### config.mk
export PLATFORM = sky130hd
export DESIGN_NAME = exec_core_flat
export DESIGN_NICKNAME = d
export VERILOG_FILES = /design/src/rtl/exec_pkg.sv /design/src/rtl/exec_if.sv /design/src/rtl/exec_alu.sv /design/src/rtl/exec_dmem.sv /design/src/rtl/exec_regfile.sv /design/src/rtl/exec_core.sv /design/src/flat_wrapper.sv
export SDC_FILE = /design/constraint.sdc
export NUM_CORES = 2
export LEC_CHECK = 0
export BUFFER_PORTS_ARGS = -buffer_cell sky130_fd_sc_hd__buf_2
export CAP_MARGIN = 20
export CORE_ASPECT_RATIO = 0.9
export CORE_MARGIN = 5
export CORE_UTILIZATION = 40
export CTS_CLUSTER_SIZE = 10
export DETAILED_ROUTE_END_ITERATION = 8
export PLACE_DENSITY = 0.62
export SLEW_MARGIN = 20
export SYNTH_ARGS = -nofsm -noshare
export SYNTH_HDL_FRONTEND = slang
export SYNTH_SLANG_ARGS = --single-unit
### constraint.sdc
create_clock -name clk -period 9.7 [get_ports clk]
set_input_delay 0.97 -clock clk [delete_from_list [all_inputs] [get_ports clk]]
set_output_delay 0.97 -clock clk [all_outputs]
set_load 0.02 [all_outputs]
### src/rtl/exec_pkg.sv
// Shared widths and ALU operation codes for the execution core.
package exec_pkg;

  localparam int XLEN     = 32;
  localparam int NREG     = 32;
  localparam int DM_DEPTH = 32;
  localparam int RIDX_W   = $clog2(NREG);
  localparam int DADDR_W  = $clog2(DM_DEPTH);

  localparam logic [5:0] ALU_ADD   = 6'h01;
  localparam logic [5:0] ALU_SUB   = 6'h02;
  localparam logic [5:0] ALU_SLL   = 6'h03;
  localparam logic [5:0] ALU_SLT   = 6'h04;
  localparam logic [5:0] ALU_SLTU  = 6'h05;
  localparam logic [5:0] ALU_XOR   = 6'h06;
  localparam logic [5:0] ALU_SRL   = 6'h07;
  localparam logic [5:0] ALU_SRA   = 6'h08;
  localparam logic [5:0] ALU_OR    = 6'h09;
  localparam logic [5:0] ALU_AND   = 6'h0A;
  localparam logic [5:0] ALU_ADDI  = 6'h0B;
  localparam logic [5:0] ALU_SLTI  = 6'h0C;
  localparam logic [5:0] ALU_SLTIU = 6'h0D;
  localparam logic [5:0] ALU_XORI  = 6'h0E;
  localparam logic [5:0] ALU_ORI   = 6'h0F;
  localparam logic [5:0] ALU_ANDI  = 6'h10;
  localparam logic [5:0] ALU_SLLI  = 6'h11;
  localparam logic [5:0] ALU_SRLI  = 6'h12;
  localparam logic [5:0] ALU_SRAI  = 6'h13;
  localparam logic [5:0] ALU_BEQ   = 6'h14;
  localparam logic [5:0] ALU_BNE   = 6'h15;
  localparam logic [5:0] ALU_BGE   = 6'h16;
  localparam logic [5:0] ALU_BLT   = 6'h17;

endpackage

### src/rtl/exec_if.sv
// Control-unit to execution-core bundle: decoded fields in, branch flags out.
interface exec_if;
  import exec_pkg::*;

  logic [RIDX_W-1:0] read_reg_num1;
  logic [RIDX_W-1:0] read_reg_num2;
  logic [RIDX_W-1:0] write_reg_num1;
  logic [5:0]        alu_control;
  logic [XLEN-1:0]   imm_val;
  logic [4:0]        shamt;
  logic              lb;
  logic              sw;
  logic              lui_control;
  logic [XLEN-1:0]   imm_val_lui;
  logic              jump;
  logic [XLEN-1:0]   return_address;
  logic              beq_control;
  logic              bne_control;
  logic              bgeq_control;
  logic              blt_control;
  logic [DADDR_W-1:0] read_data_addr_dm;
  logic              beq;
  logic              bneq;
  logic              bge;
  logic              blt;

  modport master (
    output read_reg_num1, read_reg_num2, write_reg_num1, alu_control, imm_val, shamt,
           lb, sw, lui_control, imm_val_lui, jump, return_address,
           beq_control, bne_control, bgeq_control, blt_control,
    input  read_data_addr_dm, beq, bneq, bge, blt
  );

  modport slave (
    input  read_reg_num1, read_reg_num2, write_reg_num1, alu_control, imm_val, shamt,
           lb, sw, lui_control, imm_val_lui, jump, return_address,
           beq_control, bne_control, bgeq_control, blt_control,
    output read_data_addr_dm, beq, bneq, bge, blt
  );

endinterface

### src/rtl/exec_alu.sv
// Combinational ALU; register, immediate and shamt forms share one case.
module exec_alu
  import exec_pkg::*;
(
  input  logic [5:0]      op_i,
  input  logic [XLEN-1:0] a_i,
  input  logic [XLEN-1:0] b_i,
  input  logic [XLEN-1:0] imm_i,
  input  logic [4:0]      shamt_i,
  output logic [XLEN-1:0] result_o
);

  // operation select; unknown codes yield zero
  always_comb begin
    result_o = '0;
    case (op_i)
      ALU_ADD:   result_o = a_i + b_i;
      ALU_SUB:   result_o = a_i - b_i;
      ALU_SLL:   result_o = a_i << b_i[4:0];
      ALU_SLT:   result_o = XLEN'($signed(a_i) < $signed(b_i));
      ALU_SLTU:  result_o = XLEN'(a_i < b_i);
      ALU_XOR:   result_o = a_i ^ b_i;
      ALU_SRL:   result_o = a_i >> b_i[4:0];
      ALU_SRA:   result_o = $signed(a_i) >>> b_i[4:0];
      ALU_OR:    result_o = a_i | b_i;
      ALU_AND:   result_o = a_i & b_i;
      ALU_ADDI:  result_o = a_i + imm_i;
      ALU_SLTI:  result_o = XLEN'($signed(a_i) < $signed(imm_i));
      ALU_SLTIU: result_o = XLEN'(a_i < imm_i);
      ALU_XORI:  result_o = a_i ^ imm_i;
      ALU_ORI:   result_o = a_i | imm_i;
      ALU_ANDI:  result_o = a_i & imm_i;
      ALU_SLLI:  result_o = a_i << shamt_i;
      ALU_SRLI:  result_o = a_i >> shamt_i;
      ALU_SRAI:  result_o = $signed(a_i) >>> shamt_i;
      ALU_BEQ:   result_o = XLEN'(a_i == b_i);
      ALU_BNE:   result_o = XLEN'(a_i != b_i);
      ALU_BGE:   result_o = XLEN'($signed(a_i) >= $signed(b_i));
      ALU_BLT:   result_o = XLEN'($signed(a_i) < $signed(b_i));
      default:   result_o = '0;
    endcase
  end

endmodule

### src/rtl/exec_dmem.sv
// 32-word data memory: combinational read, clocked write, byte-load extension.
module exec_dmem
  import exec_pkg::*;
(
  input  logic               clk,
  input  logic               rst,
  input  logic [DADDR_W-1:0] addr_i,
  input  logic               we_i,
  input  logic [XLEN-1:0]    wdata_i,
  output logic [XLEN-1:0]    load_val_o
);

  logic [XLEN-1:0] mem_q [DM_DEPTH];
  logic [XLEN-1:0] rd_word;
  logic            unused_hi;

  assign rd_word    = mem_q[addr_i];
  assign load_val_o = {{(XLEN-8){rd_word[7]}}, rd_word[7:0]};
  // byte loads never consume the upper part of the word
  assign unused_hi  = ^rd_word[XLEN-1:8];

  // storage; a same-cycle load sees the pre-write word
  always_ff @(posedge clk or negedge rst) begin
    if (!rst) begin
      for (int i = 0; i < DM_DEPTH; i++) mem_q[i] <= '0;
    end else if (we_i) begin
      mem_q[addr_i] <= wdata_i;
    end
  end

endmodule

### src/rtl/exec_regfile.sv
// 32x32 register file with x0 hardwired to zero and the write-back source mux.
module exec_regfile
  import exec_pkg::*;
(
  input  logic              clk,
  input  logic              rst,
  input  logic [RIDX_W-1:0] rs1_i,
  input  logic [RIDX_W-1:0] rs2_i,
  input  logic [RIDX_W-1:0] rd_i,
  input  logic              we_i,
  input  logic              jump_i,
  input  logic [XLEN-1:0]   ret_addr_i,
  input  logic              lui_i,
  input  logic [XLEN-1:0]   lui_val_i,
  input  logic              lb_i,
  input  logic [XLEN-1:0]   load_val_i,
  input  logic [XLEN-1:0]   alu_result_i,
  output logic [XLEN-1:0]   rs1_data_o,
  output logic [XLEN-1:0]   rs2_data_o
);

  logic [XLEN-1:0] regs_q [NREG];
  logic [XLEN-1:0] wb_d;

  // write-back source, highest priority first
  always_comb begin
    if (jump_i)     wb_d = ret_addr_i;
    else if (lui_i) wb_d = lui_val_i;
    else if (lb_i)  wb_d = load_val_i;
    else            wb_d = alu_result_i;
  end

  assign rs1_data_o = (rs1_i == '0) ? '0 : regs_q[rs1_i];
  assign rs2_data_o = (rs2_i == '0) ? '0 : regs_q[rs2_i];

  // register array update; writes to x0 are dropped
  always_ff @(posedge clk or negedge rst) begin
    if (!rst) begin
      for (int i = 0; i < NREG; i++) regs_q[i] <= '0;
    end else if (we_i && (rd_i != '0)) begin
      regs_q[rd_i] <= wb_d;
    end
  end

endmodule

### src/rtl/exec_core.sv
// Single-cycle execution core: register file, ALU and data memory glue.
module exec_core
  import exec_pkg::*;
(
  input  logic   clk,
  input  logic   rst,
  exec_if.slave  bus
);

  logic [XLEN-1:0] rs1_data;
  logic [XLEN-1:0] rs2_data;
  logic [XLEN-1:0] alu_result;
  logic [XLEN-1:0] load_val;
  logic            reg_we;
  logic            res_one;

  assign reg_we = ~(bus.sw | bus.beq_control | bus.bne_control |
                    bus.bgeq_control | bus.blt_control);

  exec_regfile u_regfile (
    .clk          (clk),
    .rst          (rst),
    .rs1_i        (bus.read_reg_num1),
    .rs2_i        (bus.read_reg_num2),
    .rd_i         (bus.write_reg_num1),
    .we_i         (reg_we),
    .jump_i       (bus.jump),
    .ret_addr_i   (bus.return_address),
    .lui_i        (bus.lui_control),
    .lui_val_i    (bus.imm_val_lui),
    .lb_i         (bus.lb),
    .load_val_i   (load_val),
    .alu_result_i (alu_result),
    .rs1_data_o   (rs1_data),
    .rs2_data_o   (rs2_data)
  );

  exec_alu u_alu (
    .op_i     (bus.alu_control),
    .a_i      (rs1_data),
    .b_i      (rs2_data),
    .imm_i    (bus.imm_val),
    .shamt_i  (bus.shamt),
    .result_o (alu_result)
  );

  exec_dmem u_dmem (
    .clk        (clk),
    .rst        (rst),
    .addr_i     (bus.imm_val[DADDR_W-1:0]),
    .we_i       (bus.sw),
    .wdata_i    (rs2_data),
    .load_val_o (load_val)
  );

  // branch flags: compare-style ALU result qualified by the matching strobe
  assign res_one               = (alu_result == XLEN'(1));
  assign bus.beq               = res_one & bus.beq_control;
  assign bus.bneq              = res_one & bus.bne_control;
  assign bus.bge               = res_one & bus.bgeq_control;
  assign bus.blt               = res_one & bus.blt_control;
  assign bus.read_data_addr_dm = bus.imm_val[DADDR_W-1:0];

endmodule

### src/flat_wrapper.sv
// flat-port wrapper written by rule: the top's interface ports become plain ports
module exec_core_flat import exec_pkg::*;
  (clk, rst, bus_read_reg_num1, bus_read_reg_num2, bus_write_reg_num1, bus_alu_control, bus_imm_val, bus_shamt, bus_lb, bus_sw, bus_lui_control, bus_imm_val_lui, bus_jump, bus_return_address, bus_beq_control, bus_bne_control, bus_bgeq_control, bus_blt_control, bus_read_data_addr_dm, bus_beq, bus_bneq, bus_bge, bus_blt);
  exec_if bus_i ();
  input  logic clk;
  input  logic rst;
  input wire logic [$bits(bus_i.read_reg_num1)-1:0] bus_read_reg_num1;
  input wire logic [$bits(bus_i.read_reg_num2)-1:0] bus_read_reg_num2;
  input wire logic [$bits(bus_i.write_reg_num1)-1:0] bus_write_reg_num1;
  input wire logic [$bits(bus_i.alu_control)-1:0] bus_alu_control;
  input wire logic [$bits(bus_i.imm_val)-1:0] bus_imm_val;
  input wire logic [$bits(bus_i.shamt)-1:0] bus_shamt;
  input wire logic [$bits(bus_i.lb)-1:0] bus_lb;
  input wire logic [$bits(bus_i.sw)-1:0] bus_sw;
  input wire logic [$bits(bus_i.lui_control)-1:0] bus_lui_control;
  input wire logic [$bits(bus_i.imm_val_lui)-1:0] bus_imm_val_lui;
  input wire logic [$bits(bus_i.jump)-1:0] bus_jump;
  input wire logic [$bits(bus_i.return_address)-1:0] bus_return_address;
  input wire logic [$bits(bus_i.beq_control)-1:0] bus_beq_control;
  input wire logic [$bits(bus_i.bne_control)-1:0] bus_bne_control;
  input wire logic [$bits(bus_i.bgeq_control)-1:0] bus_bgeq_control;
  input wire logic [$bits(bus_i.blt_control)-1:0] bus_blt_control;
  output wire logic [$bits(bus_i.read_data_addr_dm)-1:0] bus_read_data_addr_dm;
  output wire logic [$bits(bus_i.beq)-1:0] bus_beq;
  output wire logic [$bits(bus_i.bneq)-1:0] bus_bneq;
  output wire logic [$bits(bus_i.bge)-1:0] bus_bge;
  output wire logic [$bits(bus_i.blt)-1:0] bus_blt;
  assign bus_i.read_reg_num1 = bus_read_reg_num1;
  assign bus_i.read_reg_num2 = bus_read_reg_num2;
  assign bus_i.write_reg_num1 = bus_write_reg_num1;
  assign bus_i.alu_control = bus_alu_control;
  assign bus_i.imm_val = bus_imm_val;
  assign bus_i.shamt = bus_shamt;
  assign bus_i.lb = bus_lb;
  assign bus_i.sw = bus_sw;
  assign bus_i.lui_control = bus_lui_control;
  assign bus_i.imm_val_lui = bus_imm_val_lui;
  assign bus_i.jump = bus_jump;
  assign bus_i.return_address = bus_return_address;
  assign bus_i.beq_control = bus_beq_control;
  assign bus_i.bne_control = bus_bne_control;
  assign bus_i.bgeq_control = bus_bgeq_control;
  assign bus_i.blt_control = bus_blt_control;
  assign bus_read_data_addr_dm = bus_i.read_data_addr_dm;
  assign bus_beq = bus_i.beq;
  assign bus_bneq = bus_i.bneq;
  assign bus_bge = bus_i.bge;
  assign bus_blt = bus_i.blt;
  exec_core u_core (.clk(clk), .rst(rst), .bus(bus_i));
endmodule
* After elaboration in Yosys (flattened, before gate mapping) *
Cells that the tools add are included.

word-level totals
  memories kept = 0
  output and inout bits = 9
  latch bits = 0
  register bits after elaboration = 2048
  memory bits (writable) = 0
  input bits = 132
  ROM bits = 0
  logic and storage cells = 157

operators by class
  order comparisons = 11
  $mul = 0
  divide/modulo/power cells = 0
  muxes and demuxes = 21
  eq/ne operators = 26
  $add $sub $neg = 3
  bitwise logic cells = 19
  reductions and logical operators = 7
  shifts and indexed selects = 6

operators by type and width
  kind                                                              number
  1024-bit bitwise mux                                              2
  32-bit case mux with 22 select lines                              1
  32-bit binary-select mux with 5-bit select                        3
  32-bit 2-to-1 mux                                                 11
  32-bit demux with 5-bit select                                    2
  32-bit < comparator                                               4
  32-bit adder                                                      2
  32-bit AND                                                        2
  32-bit OR                                                         2
  32-bit by 5-bit << shifter with 32-bit output                     2
  32-bit by 5-bit >> shifter with 32-bit output                     2
  32-bit by 5-bit >>> shifter with 32-bit output                    2
  32-bit XOR                                                        2
  6-bit by 4-bit == test with 1-bit output, second input constant   8
  6-bit by 5-bit == test with 1-bit output, second input constant   8
  32-bit by 1-bit == test with 1-bit output, second input constant  1
  32-bit == test                                                    1
  32-bit greater-or-equal comparator                                1
  32-bit inequality test                                            1
  32-bit subtractor                                                 1
  6-bit by 3-bit == test with 1-bit output, second input constant   4
  6-bit greater-or-equal comparator, second input constant          4
  5-bit NOT with 6-bit output                                       4
  8-bit 2-to-1 mux                                                  2
  other kinds (10)                                                  21

* Logic depth before layout (Yosys ltp) *
  depth in word-level cells = 11
  depth in mapped cells = 33
  depth with buffers taken out = 23

* By module *
A second synthesis with hierarchy kept.

unflattened totals
  cells, all modules = 7807
  area, all modules = 79993.0 µm²

by module, submodules not included
  module        seq. area each (µm²)  times used  area each (µm²)  cells an instance
  exec_regfile  25624.6               1           54234.5          4853
  exec_alu      0.0                   1           13465.4          2048
  exec_dmem     6406.1                1           12119.1          881
  exec_core     0.0                   1           173.9            25

* Worst setup path before layout *
OpenSTA, ideal clock, no wires.

  path kind = in2out
  start point = input port bus_read_reg_num2[0]
  end point = output port bus_beq
  buffers on the path = 8
  path slack = 1.261 ns
  stages on the path = 24
  arrival time = 7.469 ns
  required time = 8.730 ns
  path through = buf_6 buf_8 buf_2 buf_2 buf_4 buf_2 buf_2 mux4_2 mux4_2 a22oi_1 ha_1 clkbuf_1 nand4_1 or2_2 nor4_1 and4b_1 xnor2_1 o2111ai_1 or4_1 nor3_1 nor4_2 nand4_1 or4_4 nor3_1

between the ends
  cells in the longest elaborated chain, start to end = 9
  elaborated cells on any way between the ends = 22
  classes of those cells = 2 x add/sub; 3 x order compare; 3 x eq/ne; 3 x shift; 5 x mux; 5 x bitwise; 1 x reduce/logical

ends and longest elaborated chain
  item                                                  line                text
  from (decl)                                           flat_wrapper.sv:8   input wire logic [$bits(bus_i.read_reg_num2)-1:0] bus_read_reg_num2;
  5-bit NOT with 6-bit output (not written as such)     exec_regfile.sv:34  assign rs2_data_o = (rs2_i == '0) ? '0 : regs_q[rs2_i];
  32-bit binary-select mux with 5-bit select            exec_regfile.sv:34
  32-bit 2-to-1 mux (not written as such) (2 in a row)  exec_regfile.sv:34
  32-bit 2-to-1 mux *                                   exec_regfile.sv:34
  32-bit subtractor (tied with other cells)             exec_alu.sv:18      ALU_SUB: result_o = a_i - b_i;
  32-bit case mux with 22 select lines *                exec_alu.sv:16      case (op_i)
  32-bit by 1-bit == test with 1-bit output *           exec_core.sv:57     assign res_one = (alu_result == XLEN'(1));
  1-bit AND *                                           exec_core.sv:58     assign bus.beq = res_one & bus.beq_control;
  to (decl)                                             flat_wrapper.sv:24  output wire logic [$bits(bus_i.beq)-1:0] bus_beq;

Mark *: on every way between the ends. The rest lies on a longest branch, timed or not. The select of a mux whose other input is x is not followed.

* Final worst setup path *
  start point = input port bus_read_reg_num2[0]
  end point = output port bus_bge

between the ends
  cells in the longest elaborated chain, start to end = 9
  elaborated cells on any way between the ends = 22
  classes of those cells = 2 x add/sub; 3 x order compare; 3 x eq/ne; 3 x shift; 5 x mux; 5 x bitwise; 1 x reduce/logical

ends and longest elaborated chain
  item                                                  line                text
  5-bit NOT with 6-bit output (not written as such)     exec_regfile.sv:34
  32-bit binary-select mux with 5-bit select            exec_regfile.sv:34
  32-bit 2-to-1 mux (not written as such) (2 in a row)  exec_regfile.sv:34
  32-bit 2-to-1 mux *                                   exec_regfile.sv:34
  32-bit subtractor (tied with other cells)             exec_alu.sv:18
  32-bit case mux with 22 select lines *                exec_alu.sv:16
  32-bit by 1-bit == test with 1-bit output *           exec_core.sv:57
  1-bit AND *                                           exec_core.sv:60     assign bus.bge = res_one & bus.bgeq_control;
  to (decl)                                             flat_wrapper.sv:26  output wire logic [$bits(bus_i.bge)-1:0] bus_bge;

Marked as above.

==> metrics.txt <==
Syn Std Cell Area=79300 sq um; ys async rst share=100%; RR Startpoint=u_core.u_regfile.regs_q[672]$_DFFE_PN0P_; power density over the cells=155 nW/um^2; die area=207000 sq um; cells on worst reg2reg path=22; Setup TNS Final=0 ps; Avg WL per Cell=35.7 microns; Post-Synth Simple-Gate Area=13.7%; global-route wire length before repair=535 mm; Setup Skew=67.0 ps; Worst Setup End Kind=output pin; post-synth top area cell=dfrtp_1; Setup WS post-layout=374 ps; largest family of logic cells by synthesized area=multiplexers; pre-CTS WS=409 ps; Root Driver=clkbuf_16; routed vias=72064; antenna violations before repair=28; CP Launch Point=bus_read_reg_num2[0]; worst flop-to-flop path endpoint=u_core.u_regfile.regs_q[888]$_DFFE_PN0P_; Yosys warning count=0; cells after synthesis=8049; Primary FF master, synth=dfrtp_1; Tot GR Track Use=36.2%; Post-Syn Area per Cell=9.85 sq um; Fin. Hold Viols=0; Post-synth EDFFs=0; non-filler cells in the finished layout=10759; die extent in y=432 microns; max incr delay on CP=590 ps; Site Rows=155; kind of critical path=input port to output pin; post-route DRC violation count=0; initial DRC count=10723; Pre-antenna DRT Iters=8; Post-DRT Antenna Nets=0; NumNets Final=8336; final setup fails=0; Slowest-stage cell, CP=mux4_2; core area=198000 sq um; Synth cell types=110; Worst setup SP type=input port; crit path max fanout=52; clock buffer depth=3; largest net degree at the start of global routing=171; Fmax achieved=0.107 GHz; DP HPWL=276 mm; CP required=8730 ps; min Tclk post-route=9330 ps; Post-Synth Adder-Cell Area=1.52%; Final Cycle Share=96.1%; worst reg-to-reg setup slack=2250 ps; Leak=39.4 nW; Hold Crit Class=input port to async pin; setup bufs post-CTS=0; share of layout cells above drive strength 1=21.8%; vias in the first global route=68570; Overflow after GRT=0; RSZ-0062 raised after global routing=false; Slew @ Worst Pin=1210 ps; CTS tree=yes; hold buffers post-CTS=0; largest cells by area after synthesis=dfrtp_1, mux4_2, nand2_1; Clock transition at path regs=60 ps; post-synthesis compound-gate area fraction=15.6%; Worst slew margin=19.4%; Clock Sinks=1280; clock latency on the worst-skew pair=840 ps; IO Pins=141; max-slew violations=0; worst-path cell chain=buf_8 > buf_4 > mux4_2 > mux4_2 > mux2_2 > nand2_1 > ha_1 > a21o_1 > a31oi_1 > o21ai_0 > a21o_1 > a21oi_1 > inv_1 > a21oi_1 > mux2i_1 > a221oi_1 > o211ai_1 > a221oi_1 > o221ai_1 > nor2b_1 > nand4_1 > buf_4 > nor3_1 > buf_2; sequential area share after synthesis=40.4%; WL final=384 mm; Buffers on Ports=140; Cell Count Post-Placement=10544; Synth Area in XOR/XNOR=0.740%; Initial Utilization=40.1%; H-tree Lvls=4; worst vdd ir=0.177 mV; status=completed; GP Congestion=1.06; die width=479 microns; Max-Cap Viols=0; cts bufs inserted=152; post-synth net total=8276; Buf+Inv Stages, Crit Path=5; portion of netlist area occupied by mux cells=23.2%; flops & latches, synth=1280; CP top delay family=compound AO/OA/AOI/OAI gates; CP arrival=8360 ps; vias per inst=6.70; PostCTS Resize Cnt=0; Layout Area Growth over Synthesis=12.3%; share of the synthesized area in the top cell type=40.4%
[worst max path at each step]
stage | end | slack, ps | cells past startpoint
6_report | bus_bge | 370 | 24
5_1_grt | bus_beq | 80 | 27
4_1_cts | bus_bge | 420 | 21
3_5_place_dp | bus_bge | 410 | 21
3_3_place_gp | bus_beq | 400 | 24
2_1_floorplan | bus_beq | 1260 | 24
[placed cells by master, fill, tap and decap left out, types with 23 or more instances in the layout]
cell          n
o221ai_1     27
nand2_1    1671
a211oi_1     69
xnor2_1      48
and3_1       27
a22oi_1     133
mux4_2      524
clkbuf_16   152
a21o_1       48
buf_12       32
nor2_1      396
o22ai_1      50
nand4_1      72
buf_2       131
nor2b_1      23
mux2i_1     335
a221oi_1     31
nand3_1      99
o211ai_1     34
and2_1       28
a21oi_1     400
inv_1        91
dfrtp_1    1280
o22a_1       27
ha_1         93
mux2_2      247
nand2b_1     25
a31oi_1      43
o21ai_0     899
nor2_2       26
buf_4       470
nor3_1       66
[worst register-to-register path: cells and delay by family, from the launching register on]
family	cells	cell delay, ps
buffers and inverters	2	560
and+or+nand+nor	5	1230
DFF	1	410
xor gates and xnor gates	1	210
muxes	1	460
adders and majority gates	2	780
AOI/OAI and AO/OA	11	3630
[power by group]
part           total [W]  switching [W]  internal [W]
clock            0.00531        0.00237       0.00294
sequential       0.00573       0.000156       0.00557
combinational    0.00275        0.00185      0.000898
[per-layer routing]
layer	global-route usage (%)	routed length, microns	up-vias
met5	0	80	-
met4	17.6	22700	12
met3	9.16	43500	1009
met2	52.4	162000	4848
met1	50.8	155000	36751
li1	-	-	29444
[registers in the layout (all words and copies together), names as in the netlist]
name,cells
u_core.u_regfile.regs_q,1024
u_core.u_dmem.mem_q,256
[cell usage after synthesis, drive strengths merged, types with 32 or more instances]
cell and instances:
nand2 1695, dfrtp 1280, o21ai 918, mux4 539
clkbuf 516, nor2 425, a21oi 418, mux2i 335
mux2 252, buf 218, a22oi 139, inv 103
nand3 101, ha 93, nor3 80, nand4 72
a211oi 71, o22ai 52, a21o 48, xnor2 48
a31oi 45, o211ai 34, and2 32
[stage by stage]
stage / area, sq um / utilization (%) / total power [W] / hold WS [ps]
2_1_floorplan: 79300 / - / 0.00724 / 439
3_3_place_gp: 84500 / 42.7 / 0.00846 / 379
3_5_place_dp: 84500 / 42.7 / 0.00847 / 383
4_1_cts: 88900 / 45.0 / 0.0138 / 83.0
5_1_grt: 89000 / 45.0 / 0.0142 / 123
6_report: 89000 / 45.0 / 0.0138 / 86.0
[layout make-up]
type	instances	area, sq um
clock inverter	22	389
multi-input combinational	5928	44000
tap	2590	3240
inverter	107	404
timing repair buffer	640	4930
fill	18584	109000
sequential	1280	32000
clock buffer	184	4030
antenna	8	20.0
[logic make-up after synthesis]
kind of cell / Yosys count
adders and majority gates: 95
buffers and inverters: 841
and+or+nand+nor: 2594
DFF: 1280
muxes: 1126
AOI/OAI and AO/OA: 2046
xor gates and xnor gates: 67
No activity file was read; power rests on OpenSTA's default activity.
